## config.mk

```make
export PLATFORM = sky130hd
export DESIGN_NAME = multiplier_cp_sliced
export DESIGN_NICKNAME = d
export VERILOG_FILES = /design/src/rtl/multiplier_cp_sliced.sv
export SDC_FILE = /design/constraint.sdc
export NUM_CORES = 1
export LEC_CHECK = 0
export ABC_CLOCK_PERIOD_IN_PS = 3750
export BUFFER_PORTS_ARGS = -buffer_cell sky130_fd_sc_hd__buf_2
export CAP_MARGIN = 5
export CELL_PAD_IN_SITES_DETAIL_PLACEMENT = 0
export CELL_PAD_IN_SITES_GLOBAL_PLACEMENT = 2
export CORE_MARGIN = 3
export CORE_UTILIZATION = 22
export DETAILED_ROUTE_END_ITERATION = 8
export GPL_TIMING_DRIVEN = 0
export MAX_ROUTING_LAYER = met4
export PLACE_DENSITY = 0.86
export SYNTH_ARGS = -nofsm -noshare
export SYNTH_HDL_FRONTEND = slang
export SYNTH_SLANG_ARGS = --single-unit
```

## constraint.sdc

```tcl
create_clock -name clk_i -period 3.75 [get_ports clk_i]
set_input_delay 0.75 -clock clk_i [delete_from_list [all_inputs] [get_ports clk_i]]
set_output_delay 0.75 -clock clk_i [all_outputs]
set_load 0.1 [all_outputs]
```

## src/rtl/multiplier_cp_sliced.sv

```systemverilog
// Control path for the slice-based iterative RV32M multiplier.
// Sequences N_LANES sub-multipliers over the SxS partial-product grid and drives the datapath controls.
module multiplier_cp_sliced #(
    parameter int XLEN    = 32,
    parameter int SLICE_W = 8,
    parameter int N_LANES = 4,
    localparam int S   = XLEN / SLICE_W,
    localparam int P   = S * S / N_LANES,
    localparam int SW  = (S > 1) ? $clog2(S) : 1,
    localparam int SHW = (S > 1) ? $clog2(2 * S - 1) : 1,
    localparam int CW  = (P > 1) ? $clog2(P) : 1
) (
    input  logic                   clk_i,
    input  logic                   rst_i,
    input  logic                   valid_i,
    output logic                   ready_o,
    input  logic [1:0]             op_i,
    input  logic                   zero_i,
    input  logic                   flush_i,
    input  logic                   done_ack_i,
    output logic                   busy_o,
    output logic                   reg_a_en_o,
    output logic                   reg_b_en_o,
    output logic                   ac_clr_o,
    output logic                   ac_en_o,
    output logic [N_LANES-1:0]     lane_en_o,
    output logic [N_LANES*SW-1:0]  sel_a_o,
    output logic [N_LANES*SW-1:0]  sel_b_o,
    output logic [N_LANES-1:0]     sign_a_o,
    output logic [N_LANES-1:0]     sign_b_o,
    output logic [N_LANES*SHW-1:0] shift_o,
    output logic                   hi_sel_o,
    output logic                   done_o
);

    typedef enum logic [1:0] {
        ST_IDLE = 2'b00,
        ST_LOAD = 2'b01,
        ST_MULT = 2'b10,
        ST_DONE = 2'b11
    } state_t;

    localparam logic [1:0]    OP_MUL    = 2'b00;
    localparam logic [1:0]    OP_MULH   = 2'b01;
    localparam logic [1:0]    OP_MULHSU = 2'b10;
    localparam logic [CW-1:0] CNT_LAST  = CW'(P - 1);

    state_t        r_state;
    state_t        w_state_nxt;
    logic [CW-1:0] r_cnt;
    logic [CW-1:0] w_cnt_nxt;
    logic [1:0]    r_op;
    logic [1:0]    w_op_nxt;

    // State, pass counter and captured opcode; reset acts immediately, even mid-operation.
    always_ff @(posedge clk_i or posedge rst_i) begin
        if (rst_i) begin
            r_state <= ST_IDLE;
            r_cnt   <= '0;
            r_op    <= OP_MUL;
        end else begin
            r_state <= w_state_nxt;
            r_cnt   <= w_cnt_nxt;
            r_op    <= w_op_nxt;
        end
    end

    // Next-state logic; flush wins over zero early-out and ack.
    always_comb begin
        w_state_nxt = r_state;
        w_cnt_nxt   = r_cnt;
        w_op_nxt    = r_op;
        case (r_state)
            ST_IDLE: begin
                if (valid_i) begin
                    w_state_nxt = ST_LOAD;
                    w_op_nxt    = op_i;
                end else begin
                    w_state_nxt = ST_IDLE;
                end
            end
            ST_LOAD: begin
                w_cnt_nxt = '0;
                if (flush_i) begin
                    w_state_nxt = ST_IDLE;
                end else if (zero_i) begin
                    w_state_nxt = ST_DONE;
                end else begin
                    w_state_nxt = ST_MULT;
                end
            end
            ST_MULT: begin
                if (flush_i) begin
                    w_state_nxt = ST_IDLE;
                    w_cnt_nxt   = '0;
                end else if (r_cnt == CNT_LAST) begin
                    w_state_nxt = ST_DONE;
                end else begin
                    w_cnt_nxt = r_cnt + CW'(1);
                end
            end
            ST_DONE: begin
                if (flush_i) begin
                    w_state_nxt = ST_IDLE;
                    w_cnt_nxt   = '0;
                end else if (done_ack_i) begin
                    w_state_nxt = ST_IDLE;
                end else begin
                    w_state_nxt = ST_DONE;
                end
            end
            default: begin
                w_state_nxt = ST_IDLE;
                w_cnt_nxt   = '0;
            end
        endcase
    end

    // Output decode; lane k of pass p covers grid cell j = p*N_LANES + k.
    always_comb begin
        int w_j;
        int w_ia;
        int w_ib;
        int w_sh;
        logic w_en;
        logic w_sa;
        logic w_sb;
        ready_o    = 1'b0;
        busy_o     = 1'b0;
        reg_a_en_o = 1'b0;
        reg_b_en_o = 1'b0;
        ac_clr_o   = 1'b0;
        ac_en_o    = 1'b0;
        lane_en_o  = '0;
        sel_a_o    = '0;
        sel_b_o    = '0;
        sign_a_o   = '0;
        sign_b_o   = '0;
        shift_o    = '0;
        hi_sel_o   = 1'b0;
        done_o     = 1'b0;
        w_j        = 0;
        w_ia       = 0;
        w_ib       = 0;
        w_sh       = 0;
        w_en       = 1'b0;
        w_sa       = (r_op == OP_MULH) || (r_op == OP_MULHSU);
        w_sb       = (r_op == OP_MULH);
        case (r_state)
            ST_IDLE: begin
                ready_o = 1'b1;
            end
            ST_LOAD: begin
                busy_o     = 1'b1;
                reg_a_en_o = 1'b1;
                reg_b_en_o = 1'b1;
                ac_clr_o   = 1'b1;
            end
            ST_MULT: begin
                busy_o  = 1'b1;
                ac_en_o = 1'b1;
                for (int k = 0; k < N_LANES; k++) begin
                    w_j  = int'(r_cnt) * N_LANES + k;
                    w_ia = w_j % S;
                    w_ib = w_j / S;
                    w_sh = w_ia + w_ib;
                    // Low-half-only ops skip products that land entirely above bit XLEN-1.
                    w_en = !((r_op == OP_MUL) && (w_sh >= S));
                    lane_en_o[k]            = w_en;
                    sel_a_o[k*SW +: SW]     = SW'(w_ia);
                    sel_b_o[k*SW +: SW]     = SW'(w_ib);
                    shift_o[k*SHW +: SHW]   = SHW'(w_sh);
                    sign_a_o[k]             = w_en && w_sa && (w_ia == S - 1);
                    sign_b_o[k]             = w_en && w_sb && (w_ib == S - 1);
                end
            end
            ST_DONE: begin
                done_o   = 1'b1;
                hi_sel_o = (r_op != OP_MUL);
            end
            default: begin
                ready_o = 1'b0;
            end
        endcase
    end

endmodule

```

==> flow_summary.json <==
{
  "clkLatencyLatePin_ns": 0.24,
  "cts_buffers": 3,
  "vias_per_cell": 3.77,
  "area_growth_pct": 44.8,
  "synthTopCellsByCount": "buf_4 (28), ha_1 (11), inv_1 (9)",
  "h-tree-depth": 1,
  "critical_path_class": "flop to output port",
  "yosysTopAreaCell": "buf_4",
  "netlist_area_um2": 788,
  "dp_hpwl_um": 1610,
  "hp-class": "primary input to async pin",
  "fin_nets": 170,
  "rows": 21,
  "timing.final.crit_period_ns": 2.97,
  "rsz0062_at_grt": "false",
  "yosysSeqAreaShare_pct": 19.0,
  "slew_violations": 0,
  "drc_errors": 0,
  "cts_sinks": 6,
  "ys_types": 27,
  "r2r_end": "r_state[0]",
  "fmax_mhz": 337,
  "preCtsSetupSlack_ns": 0.984,
  "synth.top_cell.area_share_pct": 26.7,
  "grtUsageTotal_pct": 8.51,
  "skew_ns": 0.00296,
  "die_area_mm2": 0.00434,
  "synth-async-reset-ratio_pct": 100,
  "antenna_found_initial": 0,
  "syn_inst": 92,
  "wl_um": 1810,
  "grt_max_degree": 17,
  "ant_nets": 0,
  "reg2reg_from": "r_state[0]",
  "synth.ff_latch_count": 6,
  "gp_congestion": 0.689,
  "synth_edf_count": 0,
  "syn_avg_cell_area_um2": 8.57,
  "path_clk_slew_ns": 0.04,
  "cp-end-kind": "output port",
  "crit_start": "r_state[0]",
  "cp_max_fo": 16,
  "n_antenna_cell": 0,
  "synth_most_common_cell": "buf_4",
  "worst_slack_ns": 0.783,
  "worstSetupStartpointType": "flop",
  "tns_ns": 0,
  "port_buffers": 47,
  "drt_first_iter_violations": 27,
  "grt_pass1_wl_um": 2960,
  "wire_per_inst_um": 9.28,
  "root_buffer": "clkbuf_4",
  "cap_violations": 0,
  "io_pins": 56,
  "rr_worst_depth": 5,
  "status": "completed",
  "core_mm2": 0.00339,
  "yosys_warnings": 0,
  "crit_required_ns": 3.00,
  "holdBufCountCts": 0,
  "die_w_um": 65.9,
  "postCtsSetupBuffers": 0,
  "die_h_um": 65.9,
  "synth_top_flop_cell": "dfrtp_1",
  "first_pass_iters": 4,
  "synth.area.top_cells": "buf_4 (27%), dfrtp_1 (19%), ha_1 (17%), inv_1 (4.3%), and2_1 (4.0%)",
  "grt_overflow": 0,
  "hold_viol": 0,
  "finalSetupViolCount": 0,
  "vias": 736,
  "r2r_setup_slack_ns": 2.01,
  "cts_resized": 0,
  "cts_tree": "built",
  "fin_crit_sh_pct": 79.1,
  "drive_above_1_share_pct": 59.1,
  "start_util_pct": 23.3,
  "dpl-instance-area_mm2": 0.00112,
  "crit_arrival_ns": 2.22,
  "fin_area_mm2": 0.00114,
  "grt_pass1_vias": 680,
  "cts_buffer_depth": 2
}
-- layer usage --
| metal | share of wire [%] | wire, µm | up-vias | global-route usage [%] |
|---|---|---|---|---|
| li1 | - | - | 378 | - |
| met1 | 43 | 778 | 323 | 10.3 |
| met2 | 47 | 845 | 35 | 14.6 |
| met3 | 10 | 185 | 0 | 0.680 |
| met4 | 0 | 0 | 0 | 3.11 |
| met5 | 0 | 0 | - | - |
-- how the worst max path moves through the flow --
| stage | endpoint | slack, ns | cells after the start |
|---|---|---|---|
| finish | sel_b_o[3] | 0.78 | 6 |
| global route | shift_o[6] | 0.55 | 6 |
| CTS | sel_b_o[3] | 0.73 | 6 |
| detailed placement | sel_b_o[3] | 0.98 | 6 |
| global placement | sel_b_o[5] | 1.02 | 6 |
| floorplan | shift_o[11] | 0.24 | 4 |
-- through the flow --
stage / utilization [%] / hold slack (ns) / cells
final: 33.7 / 0.418 / 195
after global routing: 33.7 / 0.433 / 195
after CTS: 33.7 / 0.415 / 195
after detailed placement: 33.0 / 0.507 / 192
after global placement: 33.0 / 0.491 / 192
after floorplan: - / 0.479 / 99
-- cell type report --
cell class / instances / area [µm²]
inverter: 9 / 33.8
multi-input combinational: 55 / 428
fill: 370 / 2250
timing repair buffer: 47 / 235
clock buffer: 3 / 22.5
buffer: 29 / 214
tap: 46 / 57.6
sequential: 6 / 150
-- worst max-delay path: stages (launching register included) --
cell and delay (ns):
dfrtp_1 0.40, inv_1 0.13, ha_2 0.36, clkbuf_1 0.28
and2_1 0.27, buf_4 0.13, buf_2 0.41
-- kinds of logic (layout without fill, tap and decap cells) --
logic type | Yosys count | count (layout) | share of synthesized area (%)
flip-flops | 6 | 6 | 19.0
AO/OA/AOI/OAI | 9 | 9 | 8.73
multiplexers | 3 | 3 | 4.76
buffers and inverters | 38 | 88 | 31.4
other | 1 | 8 | 0.476
adder cells (fa/ha/maj) | 11 | 11 | 17.5
AND/OR/NAND/NOR | 24 | 24 | 18.1
-- placed cells by master, fill, tap and decap left out, types with 2 or more instances in the layout --
cell type  instances
buf_2             47
buf_4             28
ha_1              10
inv_1              9
conb_1             8
dfrtp_1            6
and2_1             5
nand2_1            4
nor2b_1            3
clkbuf_4           3
nor2_1             2
o311ai_0           2
nor2b_2            2
mux2_2             2
-- state kept, by name, indices dropped and copies added (netlist names) --
| name | flops |
|---|---|
| r_cnt | 2 |
| r_op | 2 |
| r_state | 2 |
Power is left out: the tool's default activity adds up to more than one toggle a clock period on the data nets, which glitch-free logic cannot reach.
